## src/rtl/uart_rx_ext_pkg.sv

```systemverilog
// ---------------------------------------------------------------------------
// uart_rx_ext_pkg
//  Definitions shared by the UART receive path (and the matching TX):
//  - FSM state encodings (3 bits, legacy-compatible constants)
//  - UART_IDLE_LVL : logic level of an idle line
//  - params_ok()   : legal-range check for the receiver parameters
// ---------------------------------------------------------------------------
package uart_rx_ext_pkg;

   typedef logic [2:0] state_t;

   localparam state_t S_IDLE   = 3'd0;
   localparam state_t S_START  = 3'd1;
   localparam state_t S_DATA   = 3'd2;
   localparam state_t S_PARITY = 3'd3;
   localparam state_t S_STOP   = 3'd4;
   localparam state_t S_DONE   = 3'd5;
   localparam state_t S_BREAK  = 3'd6;

   localparam logic UART_IDLE_LVL = 1'b1;

   // The mid-bit sample point needs at least a few clocks per bit to land
   // clear of the edges; data/stop/parity widths follow the UART framing rules.
   function automatic bit params_ok(input int cpb, input int data_bits,
                                    input int stop_bits, input int parity_odd);
      return (cpb >= 4) && (data_bits >= 5) && (data_bits <= 9) &&
             (stop_bits >= 1) && (stop_bits <= 2) &&
             (parity_odd >= 0) && (parity_odd <= 1);
   endfunction

endpackage

```

## src/rtl/uart_rx_sync.sv

```systemverilog
// ---------------------------------------------------------------------------
// uart_rx_sync
//  Two-flop synchroniser for the asynchronous UART line.
//  Ports:
//   clk      in  system clock
//   rst      in  synchronous reset, active-high (both stages go to idle level)
//   async_in in  raw serial line
//   sync_out out line value retimed into the clk domain (2 clk latency)
// ---------------------------------------------------------------------------
module uart_rx_sync
   import uart_rx_ext_pkg::*;
(
   input  logic clk,
   input  logic rst,
   input  logic async_in,
   output logic sync_out
);

   logic meta;

   // NOTE: reset to the idle level, not 0, so leaving reset never looks like
   // a falling start edge to the receiver.
   always_ff @(posedge clk) begin
      if (rst) begin
         meta     <= UART_IDLE_LVL;
         sync_out <= UART_IDLE_LVL;
      end else begin
         meta     <= async_in;
         sync_out <= meta;
      end
   end

endmodule

```

## src/rtl/uart_rx_ext.sv

```systemverilog
// ---------------------------------------------------------------------------
// uart_rx_ext
//  Parametrised UART receiver: 5..9 data bits LSB-first, 1 or 2 stop bits,
//  optional parity. Each word is held on data_out until data_ack.
//  Optional feature macro: UART_RX_PARITY_EN (one parity bit after the data;
//  parity_err reported per PARITY_ODD). Without it parity_err is always 0.
//  Ports:
//   clk         in   system clock
//   rst         in   synchronous reset, active-high
//   serial_rx   in   asynchronous UART line, idle high
//   data_ack    in   consumer has taken data_out
//   data_out    out  received word (DATA_BITS)
//   data_valid  out  data_out/status valid; held until data_ack
//   frame_err   out  a stop bit sampled low (qualified by data_valid)
//   parity_err  out  parity mismatch (qualified by data_valid)
//   overrun_err out  1-cycle pulse: frame completed while a word was pending
// ---------------------------------------------------------------------------
module uart_rx_ext
   import uart_rx_ext_pkg::*;
#(
   parameter int CLKS_PER_BIT = 10,
   parameter int DATA_BITS    = 8,
   parameter int STOP_BITS    = 1,
   parameter int PARITY_ODD   = 0
)(
   input  logic                 clk,
   input  logic                 rst,
   input  logic                 serial_rx,
   input  logic                 data_ack,
   output logic [DATA_BITS-1:0] data_out,
   output logic                 data_valid,
   output logic                 frame_err,
   output logic                 parity_err,
   output logic                 overrun_err
);

   if (!params_ok(CLKS_PER_BIT, DATA_BITS, STOP_BITS, PARITY_ODD)) begin : g_bad_params
      $error("uart_rx_ext: parameter out of range");
   end

   localparam int CW = $clog2(CLKS_PER_BIT);
   localparam int BW = $clog2(DATA_BITS);

   localparam logic [CW-1:0] CNT_MID  = CW'(CLKS_PER_BIT / 2 - 1);
   localparam logic [CW-1:0] CNT_TERM = CW'(CLKS_PER_BIT - 1);
   localparam logic [BW-1:0] BIT_LAST = BW'(DATA_BITS - 1);
   localparam logic          STOP_LAST = 1'(STOP_BITS - 1);

   logic                 rx_s;
   state_t               state;
   logic [CW-1:0]        cnt;
   logic [BW-1:0]        bit_idx;
   logic                 stop_idx;
   logic [DATA_BITS-1:0] shreg;
   logic                 frame_bad;
   logic                 parity_bad;

   uart_rx_sync u_sync (
      .clk      (clk),
      .rst      (rst),
      .async_in (serial_rx),
      .sync_out (rx_s)
   );

   // NOTE: all state here is sequential and uses non-blocking assignments, so
   // every branch reads the pre-edge value of cnt/state/data_valid.
   always_ff @(posedge clk) begin
      if (rst) begin
         state       <= S_IDLE;
         cnt         <= '0;
         bit_idx     <= '0;
         stop_idx    <= 1'b0;
         shreg       <= '0;
         frame_bad   <= 1'b0;
         parity_bad  <= 1'b0;
         data_out    <= '0;
         data_valid  <= 1'b0;
         frame_err   <= 1'b0;
         parity_err  <= 1'b0;
         overrun_err <= 1'b0;
      end else begin
         overrun_err <= 1'b0;
         if (data_valid && data_ack)
            data_valid <= 1'b0;

         // Free-running bit timer; states that need a fresh phase clear it.
         cnt <= (cnt == CNT_TERM) ? '0 : cnt + 1'b1;

         case (state)
            S_IDLE: begin
               cnt        <= '0;
               bit_idx    <= '0;
               stop_idx   <= 1'b0;
               frame_bad  <= 1'b0;
               parity_bad <= 1'b0;
               if (!rx_s)
                  state <= S_START;
            end

            // Re-check the start bit at its middle; from here on the
            // terminal count lands mid-bit.
            S_START: begin
               if (cnt == CNT_MID) begin
                  cnt   <= '0;
                  state <= rx_s ? S_IDLE : S_DATA;
               end
            end

            S_DATA: begin
               if (cnt == CNT_TERM) begin
                  shreg <= {rx_s, shreg[DATA_BITS-1:1]};
                  if (bit_idx == BIT_LAST) begin
                     bit_idx <= '0;
`ifdef UART_RX_PARITY_EN
                     state   <= S_PARITY;
`else
                     state   <= S_STOP;
`endif
                  end else begin
                     bit_idx <= bit_idx + 1'b1;
                  end
               end
            end

`ifdef UART_RX_PARITY_EN
            S_PARITY: begin
               if (cnt == CNT_TERM) begin
                  parity_bad <= ((^shreg) ^ rx_s) != PARITY_ODD[0];
                  state      <= S_STOP;
               end
            end
`endif

            S_STOP: begin
               if (cnt == CNT_TERM) begin
                  if (!rx_s)
                     frame_bad <= 1'b1;
                  if (stop_idx == STOP_LAST)
                     state <= S_DONE;
                  else
                     stop_idx <= stop_idx + 1'b1;
               end
            end

            // A pending, unacknowledged word wins: the new one is dropped.
            S_DONE: begin
               if (!data_valid || data_ack) begin
                  data_out   <= shreg;
                  frame_err  <= frame_bad;
                  parity_err <= parity_bad;
                  data_valid <= 1'b1;
               end else begin
                  overrun_err <= 1'b1;
               end
               state <= frame_bad ? S_BREAK : S_IDLE;
            end

            // Line held low past the stop bit: wait for it to return idle so
            // the break is not mistaken for a new start bit.
            S_BREAK: begin
               if (rx_s)
                  state <= S_IDLE;
            end

            default: state <= S_IDLE;
         endcase
      end
   end

endmodule

```

## config.mk

```make
export PLATFORM = sky130hd
export DESIGN_NAME = uart_rx_ext
export DESIGN_NICKNAME = d
export VERILOG_FILES = /design/src/rtl/uart_rx_ext_pkg.sv /design/src/rtl/uart_rx_sync.sv /design/src/rtl/uart_rx_ext.sv
export SDC_FILE = /design/constraint.sdc
export NUM_CORES = 1
export LEC_CHECK = 0
export CORE_ASPECT_RATIO = 0.75
export CORE_UTILIZATION = 47
export DETAILED_ROUTE_END_ITERATION = 8
export GPL_TIMING_DRIVEN = 0
export PLACE_DENSITY = 0.69
export SYNTH_ARGS = -nofsm -noshare
export SYNTH_HDL_FRONTEND = slang
export SYNTH_SLANG_ARGS = --single-unit
```

## constraint.sdc

```tcl
create_clock -name clk -period 2.25 [get_ports clk]
set_input_delay 0.45 -clock clk [delete_from_list [all_inputs] [get_ports clk]]
set_output_delay 0.45 -clock clk [all_outputs]
set_load 0.02 [all_outputs]
```

==> results of run 1 <==
==> placed cells by master (no fill, tap or decap), types with 2 or more instances in the layout <==
| cell type | instances |
|---|---|
| nand2_1 | 8 |
| ha_1 | 2 |
| buf_6 | 2 |
| mux2i_1 | 17 |
| clkbuf_8 | 7 |
| a21oi_1 | 8 |
| nor2_1 | 23 |
| clkdlybuf4s50_1 | 14 |
| nand3b_1 | 2 |
| o21ai_0 | 7 |
| nand3_1 | 3 |
| buf_2 | 2 |
| or2_2 | 2 |
| clkbuf_1 | 3 |
| xnor2_1 | 2 |
| and3_2 | 2 |
| dfxtp_1 | 32 |
| inv_1 | 4 |
| nor2b_1 | 2 |
| nor3_1 | 7 |
| buf_4 | 3 |
==> per-layer routing <==
| metal | up-vias | GRT usage [%] | share of wire, % |
|---|---|---|---|
| li1 | 549 | - | - |
| met1 | 505 | 25.2 | 45 |
| met2 | 42 | 30.9 | 45 |
| met3 | 9 | 5.66 | 7.4 |
| met4 | 0 | 8.89 | 2.1 |
| met5 | - | 0 | 0 |
==> cell type report <==
class | count | area, um2
Sequential cell | 32 | 641
Tap cell | 36 | 45.0
Fill cell | 243 | 1010
Inverter | 4 | 15.0
Timing Repair Buffer | 14 | 140
Clock inverter | 1 | 30.0
Clock buffer | 7 | 96.3
Multi-Input combinational cell | 101 | 639
Buffer | 10 | 66.3
==> stage by stage <==
stage / hold slack (ns) / worst slack (ns) / cell area (um2) / instances / utilization (%)
3_3_place_gp: 0.394 / 0.209 / 1550 / 197 / 57.6
5_1_grt: 0.439 / 0.267 / 1670 / 205 / 62.4
4_1_cts: 0.430 / 0.421 / 1670 / 205 / 62.4
6_report: 0.426 / 0.434 / 1670 / 205 / 62.4
2_1_floorplan: 0.389 / 0.603 / 1360 / 147 / -
3_5_place_dp: 0.398 / 0.182 / 1550 / 197 / 57.6
==> cell families after synthesis <==
group           after synthesis  synth area share [%]
compound gates               22                  10.0
other cells                   1                 0.275
simple gates                 57                  21.0
xor+xnor                      2                  1.29
fa+ha+maj                     2                  1.84
flops                        32                  47.1
buf+inv                      14                  5.97
mux                          17                  12.5
==> final timing paths <==
kind	startpoint	to	slack, ns	depth (start not counted)
hold / removal	u_sync.meta$_SDFF_PP1_	u_sync.sync_out$_SDFF_PP1_	0.43	1
setup / recovery	bit_idx[0]$_SDFFE_PP0P_	state[2]$_SDFFE_PP0P_	0.43	6
hold reg to reg	u_sync.meta$_SDFF_PP1_	u_sync.sync_out$_SDFF_PP1_	0.43	1
setup reg to reg	bit_idx[0]$_SDFFE_PP0P_	state[2]$_SDFFE_PP0P_	0.43	6
==> state kept, by name, indices dropped and copies added (netlist names) <==
register	cells
frame_bad	1
data_valid	1
frame_err	1
cnt	4
bit_idx	3
overrun_err	1
u_sync.meta	1
shreg	8
u_sync.sync_out	1
data_out	8
state	3
==> where the power goes <==
part	switching (mW)	total (mW)	internal [mW]
Sequential	0.00528	0.577	0.572
Clock	0.204	0.594	0.390
Combinational	0.0290	0.0501	0.0211
Total	0.238	1.22	0.983
==> results.tsv, run 1 <==
stage	metric	value	unit
timing	fin_tns_setup	0	ns
layout	nets	174	
clock_tree	post_cts_buffers	0	
yosys	synth.top_cell.area_share	47.1	%
layout	syn_to_final_growth	22.9	%
timing	drv_slew	0	
clock_tree	clkTransAtPathRegs	0.06	ns
detailed_routing	totalWireLength	2710	um
yosys	yosys.area.top_type	dfxtp_1	
clock_tree	clockBufferDepth	2	
power	p_leak	0.657	nW
critical_path	worstSetupPathType	register to register	
power	ir_worst_vdd	0.415	mV
clock_tree	insertion_delay	0.28	ns
yosys	synth-edff-count	0	
grt	grt_pass1_vias	1039	
critical_path	cp_slowest_cell	a2111o_1	
critical_path	critPathTopFamily	compound AO/OA/AOI/OAI gates	
yosys	syn_area	1360	um2
placement	place.detailed.hpwl	1920	um
die	start_util	50.7	%
critical_path	path_buf_inv	0	
critical_path	path_cells	ha_1, ha_1, nand3b_1, o21ai_0, a2111o_1, a2111oi_1	
flow_run	maxCapViolations	0	
layout	n_antenna_cell	0	
clock_tree	cts_tree	yes	
clock_tree	cts_buffers	5	
detailed_routing	drt-initial-drc-count	71	
layout	drive_gt1_share	13.0	%
yosys	synth_nets	153	
clock_tree	clock-root-buffer	clkbuf_8	
timing	setup_violations	0	
timing	fmax	0.551	GHz
grt	grt_use_total	19.7	%
timing	finalCritPeriodShare	80.7	%
yosys	synth.avg_cell_area	9.26	um2
die	num_io_pins	16	
clock_tree	cts_sinks	32	
detailed_routing	post_drt_wl_per_cell	13.2	um
critical_path	crit_top_cell	ha_1	
power	power	1.22	mW
clock_tree	cts_max_level	2	
grt	grt.overflow.total	0	
grt	grt_antenna_before_repair	0	
die	core_area	2680	um2
critical_path	critPathLaunchType	register	
critical_path	cp-end-kind	register	
critical_path	crit_fanout	4	
placement	port-buffer-count	14	
min_path	hold_path_class	register to register	
die	die_y	48.6	um
detailed_routing	drtPass1Iterations	4	
yosys	yosysWarnings	0	
clock_tree	postCtsResizedCells	0	
detailed_routing	ant_nets	0	
critical_path	max_stage_delay	0.43	ns
yosys	yosysUniqueCellTypes	35	
die	dieArea	3120	um2
detailed_routing	drc	0	
run_status	status	complete, no violations	
yosys	synthArstFlopShare	0	%
yosys	ys_ff_latch	32	
die	row_count	16	
timing	rsz0062_at_grt	no	
timing	period_needed	1.82	ns
yosys	synth_commonest_cells	dfxtp_1, nor2_1, mux2i_1, a21oi_1, nand2_1	
grt	grt_pass1_wl	4640	um
placement	place.gp.congestion	0.881	
yosys	synth_top_flop_cell	dfxtp_1	
yosys	syn_inst	147	
grt	grt_start_max_net_pins	11	
critical_path	crit_arrival	1.98	ns
timing	fin_worst_skew	0.00155	ns
yosys	synthTopCellsByArea	dfxtp_1, mux2i_1, nor2_1	
clock_tree	cts_hold_buf	0	
detailed_routing	vias_per_cell	5.39	
critical_path	critPathRequiredTime	2.42	ns
yosys	synth.most_common_cell	dfxtp_1	
detailed_routing	vias	1105	
die	dieWidth	64.1	um
yosys	synth-seq-area-share	47.1	%
power	power_per_cell_area	730	nW/um2
timing	hold_viol	0	
No activity file was read; power rests on OpenSTA's default activity.
==> inputs of run 2 (changes only) <==
clock period = 1.8 ns   (was 2.25 ns; I/O delays follow)
==> results.tsv, run 2 (synthesis gave the netlist of run 1 again) <==
stage	metric	value	unit
run_status	status	complete, no violations	
detailed_routing	drc	0	
min_path	hold_path_class	register to register	
grt	grt_antenna_before_repair	0	
clock_tree	post_cts_buffers	0	
layout	reg_top3	data_out x8, shreg x8, cnt x4	
die	num_io_pins	16	
critical_path	r2r_cells	6	
critical_path	critPathLaunchType	register	
detailed_routing	wl_met2	1200	um
detailed_routing	vias_per_cell	5.31	
timing	fin_worst_skew	0.00193	ns
timing	hold_viol	0	
grt	grt_use_total	19.9	%
detailed_routing	drtPass1Iterations	4	
min_path	whs_endpoint	u_sync.sync_out$_SDFF_PP1_	
timing	setup_violations	0	
die	row_count	16	
clock_tree	cts_tree	yes	
timing	worstMarginPinSlew	0.761	ns
critical_path	cp-end-kind	register	
detailed_routing	post_drt_wl_per_cell	13.2	um
critical_path	r2r_slack	0.11	ns
clock_tree	clockBufferDepth	2	
die	start_util	50.7	%
timing	finalCritPeriodShare	93.6	%
layout	final_cell_mix	dfxtp_1, nor2_1, mux2i_1	
detailed_routing	met1_length	1270	um
grt	grt_pass1_vias	1041	
power	power_per_cell_area	897	nW/um2
power	ir_worst_vdd	0.511	mV
layout	seq_area	642	um2
placement	pre_cts_ws	-0.178	ns
placement	placed_cell_area	1550	um2
placement	port-buffer-count	14	
grt	grt.overflow.total	0	
detailed_routing	drt-initial-drc-count	58	
clock_tree	cts_sinks	32	
timing	fmax	0.593	GHz
clock_tree	clkTransAtPathRegs	0.06	ns
die	dieArea	3120	um2
grt	grt_pass1_wl	4670	um
power	p_leak	0.656	nW
layout	n_antenna_cell	0	
detailed_routing	ant_nets	0	
min_path	min-delay-start	u_sync.meta$_SDFF_PP1_	
placement	place.gp.congestion	0.881	
detailed_routing	vias	1088	
layout	drive_gt1_share	16.0	%
layout	syn_to_final_growth	25.5	%
layout	fillCellCount	241	
layout	final_common_cell	dfxtp_1	
timing	worst_slack	0.115	ns
timing	rsz0062_at_grt	no	
die	core_area	2680	um2
clock_tree	cts_buffers	5	
placement	place.detailed.hpwl	1920	um
min_path	whs_path_depth	1	
critical_path	crit_arrival	1.87	ns
layout	nets	174	
detailed_routing	wl_met3	193	um
layout	design_area	1710	um2
grt	grt_start_max_net_pins	11	
critical_path	timing.rr.end	state[2]$_SDFFE_PP0P_	
timing	slew_headroom	47.9	%
die	dieWidth	64.1	um
clock_tree	clock-root-buffer	clkbuf_8	
critical_path	r2r_start	bit_idx[0]$_SDFFE_PP0P_	
critical_path	worstSetupPathType	register to register	
layout	multi_input_area	672	um2
timing	period_needed	1.69	ns
die	die_y	48.6	um
clock_tree	insertion_delay	0.28	ns
clock_tree	cts_max_level	2	
flow_run	maxCapViolations	0	
detailed_routing	topRoutingLayerUsed	met4	
critical_path	critPathRequiredTime	1.99	ns
timing	drv_slew	0	
critical_path	crit_fanout	4	
detailed_routing	totalWireLength	2720	um
clock_tree	cts_hold_buf	0	
run 2: cell counts in the layout (fill, tap and decap cells not counted):
No cell type changed its count.
run 2: through the flow:
step / hold slack [ns] / utilization [%] / total power [mW] / cells / TNS (ns)
CTS: 0.430 / 62.5 / 1.54 / 205 / 0
global route: 0.439 / 63.7 / 1.58 / 205 / 0
finish: 0.426 / 63.7 / 1.53 / 205 / 0
floorplan: 0.389 / - / 0.779 / 147 / 0
global placement: 0.394 / 57.6 / 0.798 / 197 / -2.27
detailed placement: 0.398 / 57.6 / 0.799 / 197 / -2.82
run 2: per-layer routing:
metal  vias to the layer above  GRT usage [%]
li1                        553              -
met1                       488           25.2
met2                        39           31.4
met3                         8           5.66
met4                         0           8.89
met5                         -              0
run 2: where the power goes:
group | leakage, nW | switching (mW) | total (mW) | internal (mW)
combinational | 0.333 | 0.0392 | 0.0678 | 0.0286
clock | 0.0645 | 0.254 | 0.742 | 0.488
sequential | 0.259 | 0.00658 | 0.721 | 0.714
run 2: timing repair:
item                       in CTS  in global routing
setup endpoints to repair       1                  1
resized for setup               1                  8
pin swaps                       0                  2
run 2: cell type report:
| cell class | instances | area share (%) |
|---|---|---|
| multi-input cells | 101 | 39.3 |
| flip-flops and latches | 32 | 37.6 |
| repair buffers | 14 | 8.21 |
| clock buffers | 7 | 5.64 |
| plain buffers | 10 | 3.96 |
| well taps | 36 | 2.64 |
| clock inverters | 1 | 1.76 |
| inverters | 4 | 0.879 |
run 2: worst max-delay path: stages, from the launching register on:
cell       delay [ns]
dfxtp_2          0.33
ha_2             0.19
ha_4             0.17
nand3b_1         0.07
o21ai_1          0.06
a2111o_1         0.42
a2111oi_4        0.35
run 2: how the worst max path moves through the flow:
stage / startpoint / to / slack [ns]
floorplan: bit_idx[0]$_SDFFE_PP0P_ / state[2]$_SDFFE_PP0P_ / 0.15
global placement: rst / data_out[6]$_SDFFE_PP0P_ / -0.15
detailed placement: rst / data_out[2]$_SDFFE_PP0P_ / -0.18
CTS: bit_idx[0]$_SDFFE_PP0P_ / state[2]$_SDFFE_PP0P_ / 0.03
global route: bit_idx[0]$_SDFFE_PP0P_ / state[2]$_SDFFE_PP0P_ / 0.00009
finish: bit_idx[0]$_SDFFE_PP0P_ / state[2]$_SDFFE_PP0P_ / 0.11
==> inputs of run 3 (changes only) <==
SLEW_MARGIN = 25   (was not set)
==> results of run 3 <==
Same layout as run 2: the final DEF is identical, and so are final timing and power.
